<file path="src/rtl/rib_timer.sv">
// RIB-bus timer responder: prescaled 32-bit up-counter with compare match,
// write-1-to-clear pending flag and registered level interrupt.
module rib_timer #(
    parameter int PRESCALE_W = 16
) (
    input  logic        clk,
    input  logic        rst,
    input  logic        req_i,
    input  logic        we_i,
    input  logic [31:0] addr_i,
    input  logic [31:0] data_i,
    output logic [31:0] data_o,
    output logic        int_sig_o
);

    localparam logic [PRESCALE_W-1:0] PSC_ONE = 1;

    logic                  en_q, en_d;
    logic                  int_en_q, int_en_d;
    logic                  pend_q, pend_d;
    logic                  auto_rl_q, auto_rl_d;
    logic [31:0]           count_q, count_d;
    logic [31:0]           compare_q, compare_d;
    logic [PRESCALE_W-1:0] prescale_q, prescale_d;
    logic [PRESCALE_W-1:0] psc_cnt_q, psc_cnt_d;
    logic                  int_sig_q, int_sig_d;

    logic       wr_en;
    logic [1:0] sel;
    logic       tick;
    logic       match;
    logic       unused_addr;

    assign wr_en       = req_i & we_i;
    assign sel         = addr_i[3:2];
    assign tick        = en_q && (psc_cnt_q == prescale_q);
    assign match       = tick && (count_q == compare_q);
    assign unused_addr = ^{addr_i[31:4], addr_i[1:0]};

    always_comb begin
        en_d       = en_q;
        int_en_d   = int_en_q;
        pend_d     = pend_q;
        auto_rl_d  = auto_rl_q;
        count_d    = count_q;
        compare_d  = compare_q;
        prescale_d = prescale_q;
        psc_cnt_d  = psc_cnt_q;

        if (en_q) begin
            psc_cnt_d = tick ? '0 : psc_cnt_q + PSC_ONE;
        end
        if (tick) begin
            count_d = (match && auto_rl_q) ? 32'd0 : count_q + 32'd1;
        end

        // Software writes override the tick update; the match above used pre-write state.
        if (wr_en) begin
            case (sel)
                2'd0: begin
                    en_d      = data_i[0];
                    int_en_d  = data_i[1];
                    auto_rl_d = data_i[3];
                    if (data_i[2]) begin
                        pend_d = 1'b0;
                    end
                end
                2'd1: count_d = data_i;
                2'd2: compare_d = data_i;
                default: begin
                    prescale_d = data_i[PRESCALE_W-1:0];
                    psc_cnt_d  = '0;
                end
            endcase
        end

        // A match on the same edge as a clear wins.
        if (match) begin
            pend_d = 1'b1;
        end

        int_sig_d = pend_d & int_en_d;
    end

    always_ff @(posedge clk) begin
        if (rst) begin
            en_q       <= 1'b0;
            int_en_q   <= 1'b0;
            pend_q     <= 1'b0;
            auto_rl_q  <= 1'b0;
            count_q    <= 32'd0;
            compare_q  <= 32'hFFFF_FFFF;
            prescale_q <= '0;
            psc_cnt_q  <= '0;
            int_sig_q  <= 1'b0;
        end else begin
            en_q       <= en_d;
            int_en_q   <= int_en_d;
            pend_q     <= pend_d;
            auto_rl_q  <= auto_rl_d;
            count_q    <= count_d;
            compare_q  <= compare_d;
            prescale_q <= prescale_d;
            psc_cnt_q  <= psc_cnt_d;
            int_sig_q  <= int_sig_d;
        end
    end

    always_comb begin
        data_o = '0;
        if (req_i && !we_i) begin
            case (sel)
                2'd0:    data_o = {28'd0, auto_rl_q, pend_q, int_en_q, en_q};
                2'd1:    data_o = count_q;
                2'd2:    data_o = compare_q;
                default: data_o[PRESCALE_W-1:0] = prescale_q;
            endcase
        end
    end

    assign int_sig_o = int_sig_q;

endmodule

</file>
<file path="config.mk">
export PLATFORM = sky130hd
export DESIGN_NAME = rib_timer
export DESIGN_NICKNAME = d
export VERILOG_FILES = /design/src/rtl/rib_timer.sv
export SDC_FILE = /design/constraint.sdc
export NUM_CORES = 1
export LEC_CHECK = 0
export CAP_MARGIN = 20
export CORE_MARGIN = 3
export CORE_UTILIZATION = 30
export CTS_BUF_LIST = sky130_fd_sc_hd__clkbuf_2
export CTS_CLUSTER_DIAMETER = 30
export DETAILED_ROUTE_END_ITERATION = 12
export GPL_ROUTABILITY_DRIVEN = 0
export PLACE_DENSITY = 0.57
export SKIP_CTS_REPAIR_TIMING = 1
export SLEW_MARGIN = 20
export SYNTH_ARGS = -nofsm -noshare
export SYNTH_HDL_FRONTEND = slang
export SYNTH_SLANG_ARGS = --single-unit
</file>
<file path="constraint.sdc">
create_clock -name clk -period 3.5 [get_ports clk]
set_clock_uncertainty 0.05 [all_clocks]
set_input_delay 0.35 -clock clk [delete_from_list [all_inputs] [get_ports clk]]
set_output_delay 0.35 -clock clk [all_outputs]
set_load 0.02 [all_outputs]
</file>
==> results.sh <==
export IMPL_fp_dieH_um=144.0
export IMPL_ant_nets=0
export IMPL_antenna_found_initial=1
export IMPL_finalSetupViolations=0
export IMPL_row_count=49
export IMPL_final_common_cell="nand2_1"
export IMPL_synth_area_leader_cell="dfxtp_1"
export IMPL_clockBufferDepth=2
export IMPL_vdd_drop_max_mv=0.1004
export IMPL_worst_pin_slew_ps=714.8
export IMPL_drc=0
export IMPL_ys_flop_type="dfxtp_1"
export IMPL_clk_pin_slew_ps=260
export IMPL_drtIter0Drc=438
export IMPL_synth_warnings=0
export IMPL_holdWs_ps=140.6
export IMPL_worst_path_max_delay_cell="clkdlybuf4s50_1"
export IMPL_hp_class="primary input to flop"
export IMPL_synth_cell_type_count=46
export IMPL_utilization_pct=36.63
export IMPL_finalPower_uw=2099
export IMPL_powerDensity_nw_per_um2=312.6
export IMPL_criticalPathCategory="primary input to output port"
export IMPL_cts_sinks=101
export IMPL_slew_viol_final=0
export IMPL_synth_edff_count=0
export IMPL_dr_pass1_iters=5
export IMPL_crit_family="buffers and inverters"
export IMPL_syn_avg_cell_area_um2=7.584
export IMPL_cpPeakStageDelay_ps=630
export IMPL_crit_arrival_ps=2740
export IMPL_dp_hpwl_mm=13.22
export IMPL_maxCapViolCount=0
export IMPL_routedWlPerCell_um=17.94
export IMPL_cp_max_fo=13
export IMPL_cp_data_required_time_ps=3100
export IMPL_nets=869
export IMPL_multi_input_area_um2=3426
export IMPL_finalHoldViolCount=0
export IMPL_overflow=0
export IMPL_rsz0062_at_grt="false"
export IMPL_synthArstFlopShare_pct=0
export IMPL_grt_pass1_vias=5414
export IMPL_netlist_instances=753
export IMPL_status="finished clean"
export IMPL_dieArea_um2=20730
export IMPL_io_pins=101
export IMPL_routed_wirelength_mm=18.45
export IMPL_via_per_inst=5.410
export IMPL_power_leakage_uw=0.002237
export IMPL_netlist_area_leader_share_pct=35.41
export IMPL_mostFrequentLayoutCells="151 x nand2_1, 101 x dfxtp_1, 79 x nor2_1"
export IMPL_tns_ps=0
export IMPL_syn_nets=827
export IMPL_grt_max_degree=43
export IMPL_num_vias=5561
export IMPL_cts_tree="built"
export IMPL_fmax_mhz=318.6
export IMPL_grt_first_pass_wirelength_mm=29.75
export IMPL_start_util_pct=31.15
export IMPL_path_buf_inv=4
export IMPL_portBuffers=70
export IMPL_cp_end_kind="output port"
export IMPL_slew_limit_headroom_pct=52.21
export IMPL_drive_gt1_share_pct=5.013
export IMPL_cts_made_buffers=9
export IMPL_ys_seq_elements=101
export IMPL_worstPathCellList="clkdlybuf4s50_1 > inv_1 > ha_1 > buf_4 > a22oi_1 > nor2_1 > a21oi_1 > nor2_1 > clkdlybuf4s50_1"
export IMPL_syn_to_final_growth_pct=17.57
export IMPL_ff_latch_area_um2=2022
export IMPL_syn_area_um2=5710
export IMPL_synth_area_leaders="dfxtp_1 35%, nand2_1 9.9%, xnor2_1 9.2%"
export IMPL_clkLatencyLatePin_ps=620
export IMPL_ctsRootBufferMaster="clkbuf_2"
export IMPL_ys_seq_area_share_pct=35.41
export IMPL_fillers=1978
export IMPL_fin_crit_ps=3139
export IMPL_die_width_um=144.0
export IMPL_htree_num_levels=3
export IMPL_grt_total_usage_pct=18.36
export IMPL_core_area_um2=18330
export IMPL_layout_worst_path_cycle_share_pct=89.67
export IMPL_critPathLaunchType="primary input"
## flip-flops by register name, summed over array words and instances, names as in the netlist
| signal | flops |
|---|---|
| int_en_q | 1 |
| en_q | 1 |
| prescale_q | 16 |
| compare_q | 32 |
| psc_cnt_q | 16 |
| auto_rl_q | 1 |
| count_q | 32 |
| pend_q | 1 |
| int_sig_o | 1 |
## per-layer routing
layer / part of all wire, % / up-vias / track usage (%)
met1: 47 / 2621 / 26.29
met4: 2.2 / 0 / 6.640
met5: 0 / - / 0
li1: - / 2724 / -
met2: 44 / 191 / 27.76
met3: 6.6 / 25 / 2.995
## cell type report
type / count / share of cell area, %
Multi-Input combinational cell: 583 / 51.03
Sequential cell: 101 / 30.12
Timing Repair Buffer: 90 / 12.60
Tap cell: 229 / 4.268
Clock buffer: 11 / 0.8200
Clock inverter: 3 / 0.5777
Inverter: 10 / 0.5591
Antenna cell: 1 / 0.03727
## power by group
group          switching [uW]  leakage, uW  internal, uW
sequential               32.8     0.000819          1180
combinational             191      0.00135           136
clock                     399    0.0000653           160
## worst paths after layout
check | slack [ps] | depth (start not counted) | endpoint | from
setup / recovery | 360 | 9 | data_o[8] | addr_i[3]
hold reg to reg | 460 | 2 | prescale_q[6] | prescale_q[6]
setup reg to reg | 620 | 6 | count_q[15] | count_q[28]
hold / removal | 140 | 2 | pend_q | rst
## synth_stat cells (15+ instances only)
library cell  count
a21oi_1          37
a22oi_1          30
clkbuf_1         54
dfxtp_1         101
nand2_1         151
nand3_1          20
nand3b_1         34
nand4_1          31
nor2_1           79
o21ai_0          19
xnor2_1          60
xor2_1           15
## logic make-up (layout without fill, tap and decap cells)
logic type,Yosys count,count (layout),share of synthesized area (%)
simple gates,366,366,30.63
compound gates,132,132,15.84
flops,101,101,35.41
xor+xnor,75,75,11.50
buf+inv,69,114,4.601
fa+ha+maj,6,6,1.315
mux,4,4,0.7012
other cells,0,1,0
## through the flow
stage	instances	worst slack, ps	area, um^2
after global routing	1028	204.2	6714
after global placement	1013	357.3	6618
after floorplan	753	1230	5710
final	1028	361.4	6714
after CTS	1027	338.1	6711
after detailed placement	1013	354.8	6618
No activity file was read; power rests on OpenSTA's default activity.
